`src/rtl/program_loader.sv`:
```
// Boot loader: turns a length-prefixed UART byte stream into 32-bit instruction
// BRAM writes and holds the core in reset until the whole image has landed.
module program_loader #(
  parameter logic [31:0] BASE_ADDR      = 32'h0000_0000,
  parameter int unsigned MAX_WORDS      = 4096,
  parameter int unsigned TIMEOUT_CYCLES = 1_000_000
) (
  input  logic        clk,
  input  logic        rstn,
  input  logic [7:0]  rx_data,
  input  logic        rx_valid,
  output logic [31:0] instr_addr,
  output logic [31:0] instr_din,
  output logic [3:0]  instr_we,
  output logic        core_rstn,
  output logic        load_done,
  output logic        load_error,
  output logic [31:0] words_loaded
);

  typedef enum logic [1:0] {S_LEN, S_DATA, S_DONE, S_ERR} state_t;

  localparam logic [31:0] MAX_LIM = 32'(MAX_WORDS);
  localparam logic [31:0] TO_LIM  = 32'(TIMEOUT_CYCLES);

  state_t      r_state;
  logic [1:0]  r_idx;
  logic [31:0] r_len;
  logic [23:0] r_asm;
  logic [31:0] r_tcnt;
  logic        r_started;
  logic [31:0] r_addr;
  logic [31:0] r_din;
  logic [3:0]  r_we;
  logic        r_core_rstn;
  logic        r_done;
  logic        r_err;
  logic [31:0] r_words;

  logic [31:0] w_hdr;
  logic [31:0] w_word;
  logic        w_timeout;

  // First byte received ends up in the most significant lane.
  assign w_hdr     = {r_len[23:0], rx_data};
  assign w_word    = {r_asm, rx_data};
  assign w_timeout = r_started && (r_tcnt == TO_LIM);

  always_ff @(posedge clk) begin
    if (!rstn) begin
      r_state     <= S_LEN;
      r_idx       <= 2'd0;
      r_len       <= 32'd0;
      r_asm       <= 24'd0;
      r_tcnt      <= 32'd0;
      r_started   <= 1'b0;
      r_addr      <= BASE_ADDR;
      r_din       <= 32'd0;
      r_we        <= 4'b0000;
      r_core_rstn <= 1'b0;
      r_done      <= 1'b0;
      r_err       <= 1'b0;
      r_words     <= 32'd0;
    end else begin
      r_we <= 4'b0000;
      case (r_state)
        S_LEN, S_DATA: begin
          if (w_timeout) begin
            r_state     <= S_ERR;
            r_err       <= 1'b1;
            r_core_rstn <= 1'b0;
          end else if (rx_valid) begin
            r_tcnt    <= 32'd0;
            r_started <= 1'b1;
            r_idx     <= r_idx + 2'd1;
            if (r_state == S_LEN) begin
              r_len <= w_hdr;
              if (r_idx == 2'd3) begin
                if (w_hdr == 32'd0) begin
                  r_state     <= S_DONE;
                  r_done      <= 1'b1;
                  r_core_rstn <= 1'b1;
                end else if (w_hdr > MAX_LIM) begin
                  r_state <= S_ERR;
                  r_err   <= 1'b1;
                end else begin
                  r_state <= S_DATA;
                end
              end
            end else begin
              r_asm <= w_word[23:0];
              // Word complete: the write pulse is registered on this same edge.
              if (r_idx == 2'd3) begin
                r_we    <= 4'b1111;
                r_din   <= w_word;
                r_addr  <= BASE_ADDR + {r_words[29:0], 2'b00};
                r_words <= r_words + 32'd1;
                if (r_words + 32'd1 == r_len)
                  r_state <= S_DONE;
              end
            end
          end else if (r_started) begin
            r_tcnt <= r_tcnt + 32'd1;
          end
        end
        S_DONE: begin
          r_done      <= 1'b1;
          r_core_rstn <= 1'b1;
        end
        S_ERR: begin
          r_err       <= 1'b1;
          r_core_rstn <= 1'b0;
        end
        default: r_state <= S_ERR;
      endcase
    end
  end

  assign instr_addr   = r_addr;
  assign instr_din    = r_din;
  assign instr_we     = r_we;
  assign core_rstn    = r_core_rstn;
  assign load_done    = r_done;
  assign load_error   = r_err;
  assign words_loaded = r_words;

endmodule

```
`config.mk`:
```
export PLATFORM = sky130hd
export DESIGN_NAME = program_loader
export DESIGN_NICKNAME = d
export VERILOG_FILES = /design/src/rtl/program_loader.sv
export SDC_FILE = /design/constraint.sdc
export NUM_CORES = 1
export LEC_CHECK = 0
export ABC_CLOCK_PERIOD_IN_PS = 7500
export CAP_MARGIN = 5
export CORE_ASPECT_RATIO = 1.1
export CORE_MARGIN = 2
export CORE_UTILIZATION = 55
export DETAILED_ROUTE_END_ITERATION = 7
export PLACE_DENSITY = 0.78
export REMOVE_ABC_BUFFERS = 1
export SYNTH_ARGS = -nofsm -noshare
export SYNTH_HDL_FRONTEND = slang
export SYNTH_SLANG_ARGS = --single-unit
```
`constraint.sdc`:
```
create_clock -name clk -period 7.5 [get_ports clk]
set_clock_uncertainty 0.05 [all_clocks]
set_input_delay 1.125 -clock clk [delete_from_list [all_inputs] [get_ports clk]]
set_output_delay 1.125 -clock clk [all_outputs]
set_load 0.05 [all_outputs]
```
Word-level counts from Yosys, hierarchy flattened. Index checks and enable logic that the tools add are counted.

Div/mod/pow operators: 0. Bitwise gates (word level): 5. Order comparisons: 1. Shift-type cells: 0. Add/sub/neg operators: 3. Multiply operators: 0. Equal/unequal tests: 17. Muxes and demuxes: 26. Reduce and logical (&&, ||, !) cells: 20.

Operator list (count): 32-bit by 1-bit adder with 32-bit output (second input constant) (2); 32-bit 2-to-1 mux (2); 32-bit by 20-bit == test with 1-bit output (second input constant) (1); 32-bit == test (1); 32-bit by 13-bit > comparator with 1-bit output (second input constant) (1); 32-bit zero test (1); 3-bit != test (second input constant) (6); 2-bit 2-to-1 mux (8); 4-bit AND reduction (4); 1-bit 2-to-1 mux (12); 6-bit AND reduction (2); 2-bit != test (second input constant) (5); 2-bit nonzero test (5); 2-bit == test (second input constant) (3); 3-bit AND reduction (2); 1-bit inverter (5); 5-bit AND reduction (1); 5-bit OR reduction (1); 4-bit 2-to-1 mux (1); 1-bit one-hot mux with 2 select lines (2); 1-bit one-hot mux with 3 select lines (1); 3-bit nonzero test (1); 2-bit by 1-bit adder with 2-bit output (second input constant) (1); 2-bit by 1-bit == test with 1-bit output (second input constant) (1); other kinds (3) (3).

Input bits: 11. Output and inout bits: 103. Memory bits (writable): 0. Logic and storage cells: 85. Register bits: 194. Memories: 0. Bits in latches: 0. ROM bits: 0.

Longest topological paths before layout. Gate-level depths: netlist of run 1.

Word-level depth: 8. Depth in mapped cells: 12. Depth with buffers taken out: 10.

Worst setup path after synthesis of run 1. Ideal clock, no wire load.

Path type: register -> register. From: reg r_words[0] (netlist: words_loaded[0]). To: reg r_state[0]. Slack: 4.471 ns. Stages on the path, launching flop included: 11. Data arrival time: 2.851 ns. Data required time: 7.322 ns. Clock period less this slack: 3.029 ns. Library setup time: 0.128 ns. Path buffers: 1. Path through: dfxtp_1 > ha_1 > buf_2 > nand4_1 > nor4_4 > nand2_1 > xnor2_1 > nand4_1 > or4_1 > nor4_2 > o21ai_0.

Longest elaborated chain between the ends: 4.

Ends and longest elaborated chain: start: declaration (RTL line 38) `logic [31:0] r_words;`; start signal: assignment (RTL line 97) `r_words <= r_words + 32'd1;`; 32-bit by 1-bit adder with 32-bit output (RTL line 98) `if (r_words + 32'd1 == r_len)`; 32-bit == test (RTL line 98); 3-bit nonzero test (no line); 4-bit AND reduction (no line); end signal: assignment (RTL line 87) `r_state <= S_DATA;`; end signal: assignment (RTL line 99) `r_state <= S_DONE;`; end signal: assignment (RTL line 114) `default: r_state <= S_ERR;`; end: declaration (RTL line 26) `state_t r_state;`.

Every way passes these cells. A chain may end at the register's enable or synchronous reset.

Worst setup path in the final report of run 1.
From: in rx_valid. To: reg r_words[5] (netlist: words_loaded[5]).

Longest elaborated chain between the ends: 1.

Ends and longest elaborated chain: start: declaration (RTL line 11) `input logic rx_valid,`; 5-bit AND reduction (no line).

Every way passes these cells.

==> results of run 1 <==
[kinds of logic after synthesis]
logic type,synth area share [%]
XOR/XNOR,9.809
buffers and inverters,3.980
flip-flops,42.83
AO/OA/AOI/OAI,9.683
adder cells (fa/ha/maj),0.5606
multiplexers,6.390
AND/OR/NAND/NOR,26.71
other,0.04200
[report_power, final]
group,internal [mW],switching (mW),total (mW)
clock network,0.612,0.391,1.00
registers,1.03,0.0213,1.05
logic,0.0693,0.0786,0.148
[final timing paths]
path,to,cells past startpoint,slack (ns)
setup / recovery,words_loaded[5]$_SDFFE_PN0P_,9,3.82
setup reg to reg,r_state[0]$_SDFFE_PN0P_,9,4.05
hold / removal,instr_addr[27]$_SDFFE_PN0P_,2,0.42
hold reg to reg,instr_addr[27]$_SDFFE_PN0P_,2,0.42
[flip-flops by register name, summed over array words and instances (netlist names)]
signal / flops
instr_din: 32
r_len: 32
r_tcnt: 32
words_loaded: 32
instr_addr: 30
r_asm: 24
r_idx: 2
r_state: 2
core_rstn: 1
instr_we: 1
load_done: 1
load_error: 1
r_started: 1
[cells in the mapped netlist, types with 14 or more instances]
cell and number:
dfxtp_1 191, nand2_1 164, a21boi_0 70, xnor2_1 65, nor2b_1 63, mux2i_1 57, nor2_1 57, clkbuf_1 40
and2_1 36, xor2_1 35, nand4_1 31, nand3_1 29, buf_2 17, o21ai_0 14
[area by class of cell]
type,instances,share of cell area (%)
well taps,200,2.346
flip-flops and latches,191,35.84
multi-input cells,747,44.63
repair buffers,115,10.67
clock buffers,20,4.281
clock inverters,12,1.912
inverters,9,0.3167
[metrics by stage]
| stage | area, um^2 | hold slack [ns] | utilization [%] | worst slack [ns] |
|---|---|---|---|---|
| finish | 10670 | 0.4153 | 67.54 | 3.820 |
| global route | 10670 | 0.4402 | 67.54 | 3.597 |
| detailed placement | 10010 | 0.4103 | 63.36 | 3.386 |
| floorplan | 8611 | 0.3906 | - | 1.534 |
| CTS | 10670 | 0.4196 | 67.54 | 3.793 |
| global placement | 10010 | 0.4047 | 63.36 | 3.518 |
[tightest hold or removal path, cell delays in order (launching register included)]
cell and delay, ns:
dfxtp_1 0.31, nand2_1 0.04, a21boi_0 0.06
[per-layer routing]
| metal | part of all wire, % | up-vias | global-route usage (%) |
|---|---|---|---|
| met5 | 0 | - | 0 |
| li1 | - | 3564 | - |
| met4 | 1.5 | 0 | 7.963 |
| met3 | 5.4 | 27 | 5.670 |
| met1 | 45 | 3366 | 29.39 |
| met2 | 48 | 216 | 38.80 |
==> metrics.cfg, run 1 <==
[clock_network]
cts_sinks=191
htree_num_levels=4
cts_inserted_buffers=17
cts_hold_buf=0
cts_tree=yes
clockRootBuffer=clkbuf_16
clock_path_buffers=2
clk_pin_slew_worst_paths_ns=0.06
cts_resized=0
postCtsSetupBuffers=0
clock_latency_ns=0.44

[layout]
final_common_cell=dfxtp_1
nFillCells=1286
final_cell_mix=dfxtp_1, nand2_1, clkdlybuf4s50_1, a21boi_0, xnor2_1
syn2layout_area_growth_pct=19.48
ff_latch_area_mm2=0.003824
multiInputGateArea_mm2=0.004761
drive_gt1_share_pct=4.570
nets=1096
diodes=0
layout.cells.non_filler=1294

[yosys]
synth-main-ff-cell=dfxtp_1
synth_top_cell_by_area=dfxtp_1
synth-edff-count=0
async_flop_share_pct=0
ys_seq_area_share_pct=42.83
ys_seq_elements=191
ys_types=57
syn_area_per_cell_um2=8.779
synth_top_area_share_pct=42.83
ys.warnings.count=0
synth_cells=1017
synth_area_mm2=0.008929
yosys-top-cells-area=dfxtp_1, nand2_1, mux2i_1

[critical_path]
path_max_fanout=64
critPathKind=input port to register
cp-startpoint=rx_valid
critPathMaxStageDelay_ns=0.61
arrival_ns=3.95
startpoint_type=input port
r2r-start=words_loaded[0]$_SDFFE_PN0P_
crit_path_frequent_cell=buf_4
cp_slowest_cell=buf_4
endpoint_kind=register
path_buf_inv=3
cpLargestDelayFamily=buffers and inverters
required_ns=7.77
crit_chain=clkdlybuf4s50_1 -> nor2b_1 -> o211ai_1 -> buf_4 -> nor2_4 -> buf_4 -> nand3_1 -> xnor2_1 -> and2_1

[timing]
max_freq_mhz=271.7
maxSlewHeadroom_pct=27.11
tns_ns=0
tightest_slew_ns=1.089
period_share_pct=49.07
period_minus_slack_ns=3.680
hold_viol=0
rsz0062_at_grt=false
maxSlewViolCount=0
setup_violations=0

[route]
wire_per_inst_um=15.55
post-route-drc-count=0
wirelength_um=20120
vias=7173
via_per_inst=5.543
drt_pass1_iterations=5
ant_nets=0
drt-initial-drc-count=424

[outcome]
outcome=finished clean

[power]
leakage_nw=3.836
p_per_area_mw_per_mm2=206.4
p_total_mw=2.201
worst_ir_drop_vdd_v=0.0001597

[run]
cap_violations=0

[global_route]
track_usage_pct=23.17
grt_pass1_wl_um=32860
antenna_found_initial=0
gr-total-overflow=0
grt_max_degree=135
grt_pass1_vias=6666

[hold_path]
min_from=instr_addr[27]$_SDFFE_PN0P_
worstHoldPathType=register to register

[floorplanning]
chipHeight_um=137.6
die_area_mm2=0.01727
core_area_mm2=0.01580
io_pins=114
start_util_pct=56.53
die_x_um=125.5
rows=48

[placement]
dp_hpwl_um=13300
place_inst=1262
io_buffer_count=111
gp_congestion=0.8887

Note: power is estimated with default switching activity, not from simulation.
==> inputs of run 2 (changes only) <==
- ABC_CLOCK_PERIOD_IN_PS: 7500 -> 3100
- CORE_UTILIZATION: 55 -> 50
- PLACE_DENSITY: 0.78 -> 0.75
- clock period: 7.5 -> 3.1 ns (I/O delays scaled with it)
==> run 2 against run 1 <==
Effect of this change:
- first-iteration DRC count grew 28%
- power grew 130%
- design area increased by 2.8%
- sequential power rose by 140%
- die area is 9.7% higher
- sequential cell count did not move
- non-clock buffer count is 37 higher
- count of clock-buffer cells in the layout is 2 lower
- highest routed layer unchanged
==> metrics.cfg, run 2 (synthesis gave the netlist of run 1 again) <==
[outcome]
outcome=finished clean  ; unchanged

[route]
ant_nets=0  ; unchanged
via_per_inst=5.376  ; was 5.543
drt_pass1_iterations=5  ; unchanged
vias=7360  ; was 7173
wire_per_inst_um=15.28  ; was 15.55 um
wirelength_um=20920  ; was 20120 um
post-route-drc-count=0  ; unchanged
drt-initial-drc-count=544  ; was 424

[timing]
tightest_slew_ns=0.6877  ; was 1.089 ns
maxSlewHeadroom_pct=53.98  ; was 27.11%
setup_violations=0  ; unchanged
period_minus_slack_ns=2.872
period_share_pct=92.65
rsz0062_at_grt=false  ; unchanged
hold_viol=0  ; unchanged
tns_ns=0  ; unchanged
max_freq_mhz=348.2
maxSlewViolCount=0  ; unchanged

[power]
power_switching_share_pct=25.25  ; was 22.28%
clockPowerShare_pct=43.1  ; was 45.5%
power_frac_seq_pct=49.7  ; was 47.7%
p_int_mw=3.823  ; was 1.711 mW
p_per_area_mw_per_mm2=466.5  ; was 206.4 mW/mm^2
p_switching_mw=1.292  ; was 0.4905 mW
leakage_nw=4.013  ; was 3.836 nW
worst_ir_drop_vdd_v=0.0003877  ; was 0.0001597 V
combPwrFrac_pct=7.2  ; was 6.7%

[hold_path]
worstHoldPathType=input port to register  ; was register to register
whs_path_depth=2  ; unchanged
whs_endpoint=load_done$_SDFFE_PN0P_  ; was instr_addr[27]$_SDFFE_PN0P_
min_from=rstn  ; was instr_addr[27]$_SDFFE_PN0P_

[critical_path]
path_max_fanout=9  ; was 64
endpoint_kind=register  ; unchanged
arrival_ns=3.13  ; was 3.95 ns
cp-startpoint=words_loaded[5]$_SDFFE_PN0P_  ; was rx_valid
r2r_slack_ns=0.23  ; was 4.05 ns
critPathKind=register to register  ; was input port to register
startpoint_type=register  ; was input port
required_ns=3.36  ; was 7.77 ns
r2r-end=r_state[0]$_SDFFE_PN0P_  ; unchanged
rr_worst_depth=9  ; unchanged
r2r-start=words_loaded[5]$_SDFFE_PN0P_  ; was words_loaded[0]$_SDFFE_PN0P_

[layout]
nets=1133  ; was 1096
layout.cells.non_filler=1369  ; was 1294
final_area_mm2=0.01096  ; was 0.01067 mm^2
final_common_cell=dfxtp_1  ; unchanged
drive_gt1_share_pct=7.781  ; was 4.570%
final_core_util_pct=62.25  ; was 67.54%
diodes=0  ; unchanged
final_cell_mix=dfxtp_1, nand2_1, clkdlybuf4s50_1, a21boi_0, xnor2_1  ; unchanged
syn2layout_area_growth_pct=22.79  ; was 19.48%
multiInputGateArea_mm2=0.004773  ; was 0.004761 mm^2
ff_latch_area_mm2=0.003824  ; unchanged
nFillCells=1543  ; was 1286

[run]
cap_violations=0  ; unchanged

[clock_network]
cts_sinks=191  ; unchanged
htree_num_levels=4  ; unchanged
clockRootBuffer=clkbuf_16  ; unchanged
clock_path_buffers=2  ; unchanged
cts_tree=yes  ; unchanged
clk_pin_slew_worst_paths_ns=0.07  ; was 0.06 ns
cts_hold_buf=0  ; unchanged
cts_inserted_buffers=17  ; unchanged
clock_latency_ns=0.44  ; about the same

[floorplanning]
core_area_mm2=0.01761  ; was 0.01580 mm^2
chipHeight_um=144.2  ; was 137.6 um
rows=51  ; was 48
start_util_pct=50.70  ; was 56.53%
die_area_mm2=0.01894  ; was 0.01727 mm^2
die_x_um=131.4  ; was 125.5 um
io_pins=114  ; unchanged

[global_route]
antenna_found_initial=0  ; unchanged
gr-total-overflow=0  ; unchanged
track_usage_pct=22.45  ; was 23.17%
grt_pass1_wl_um=34710  ; was 32860 um
grt_max_degree=61  ; was 135
grt_pass1_vias=6949  ; was 6666

[placement]
placed_area_mm2=0.01036  ; was 0.01001 mm^2
dp_hpwl_um=14680  ; was 13300 um
io_buffer_count=111  ; unchanged
place_inst=1337  ; was 1262
gp_congestion=0.8882  ; was 0.8887

==> run 2: cell count changes in the layout (fill, tap and decap cells not counted), moves of 2 or more <==
cell / before / now
buf_12: 0 / 2
buf_4: 5 / 40
bufinv_16: 5 / 1
clkbuf_8: 2 / 0
clkinvlp_4: 3 / 0
inv_6: 2 / 5
inv_8: 0 / 5
==> run 2: worst max-delay path by stage <==
| stage | end | slack, ns | cells past startpoint |
|---|---|---|---|
| final | r_state[0]$_SDFFE_PN0P_ | 0.23 | 9 |
| after global routing | r_state[0]$_SDFFE_PN0P_ | 0.05 | 8 |
| after CTS | r_state[0]$_SDFFE_PN0P_ | 0.13 | 8 |
| after detailed placement | r_state[0]$_SDFFE_PN0P_ | 0.17 | 8 |
| after global placement | r_state[0]$_SDFFE_PN0P_ | 0.21 | 8 |
| after floorplan | words_loaded[13]$_SDFFE_PN0P_ | -2.46 | 10 |
==> run 2: per-stage QoR <==
step / setup WS, ns / power, mW / hold slack (ns)
after CTS: 0.1293 / 5.166 / 0.3772
after floorplan: -2.464 / 2.846 / 0.3906
final: 0.2279 / 5.115 / 0.3957
after global routing: 0.05251 / 5.297 / 0.3812
after global placement: 0.2087 / 2.962 / 0.3990
after detailed placement: 0.1656 / 2.967 / 0.4062
==> run 2: layout make-up <==
class                      instances  share of cell area [%]
multi-input combinational        747                   43.54
sequential                       191                   34.88
timing repair buffer             152                   13.15
clock buffer                      18                   3.915
tap                              238                   2.716
clock inverter                    14                   1.495
inverter                           9                  0.3081
==> run 2: power groups by stage <==
| stage | logic (mW) | registers (mW) | clock network (mW) |
|---|---|---|---|
| after floorplan | 0.261 | 2.58 | 0 |
| after global placement | 0.364 | 2.60 | 0 |
| after detailed placement | 0.368 | 2.60 | 0 |
| after CTS | 0.371 | 2.54 | 2.25 |
| after global routing | 0.404 | 2.55 | 2.34 |
| final | 0.370 | 2.54 | 2.20 |
==> run 2: repair_timing <==
action                     CTS  global route
buffers inserted             0             0
setup endpoints to repair    0             2
gates resized for setup      0             2
==> run 2: worst max-delay path, cell delays in order, from the launching register on <==
cell,delay [ns]
dfxtp_1,0.34
buf_4,0.18
and4_2,0.27
and3_1,0.24
and3_1,0.19
nor4_1,0.43
nand4_1,0.14
or4_1,0.50
nor4_2,0.28
o21ai_0,0.12
==> run 2: metal layers <==
metal / vias to the layer above / wire, um / GRT usage, %
met3: 34 / 997 / 5.152
met2: 168 / 10130 / 37.56
met5: - / 0 / 0
met1: 3503 / 9409 / 28.40
li1: 3655 / - / -
met4: 0 / 379 / 8.638
==> inputs of run 3 (changes only) <==
- TNS_END_PERCENT: unset -> 5
==> results of run 3 <==
Same layout as run 2: the final DEF is identical, and so are final timing and power.
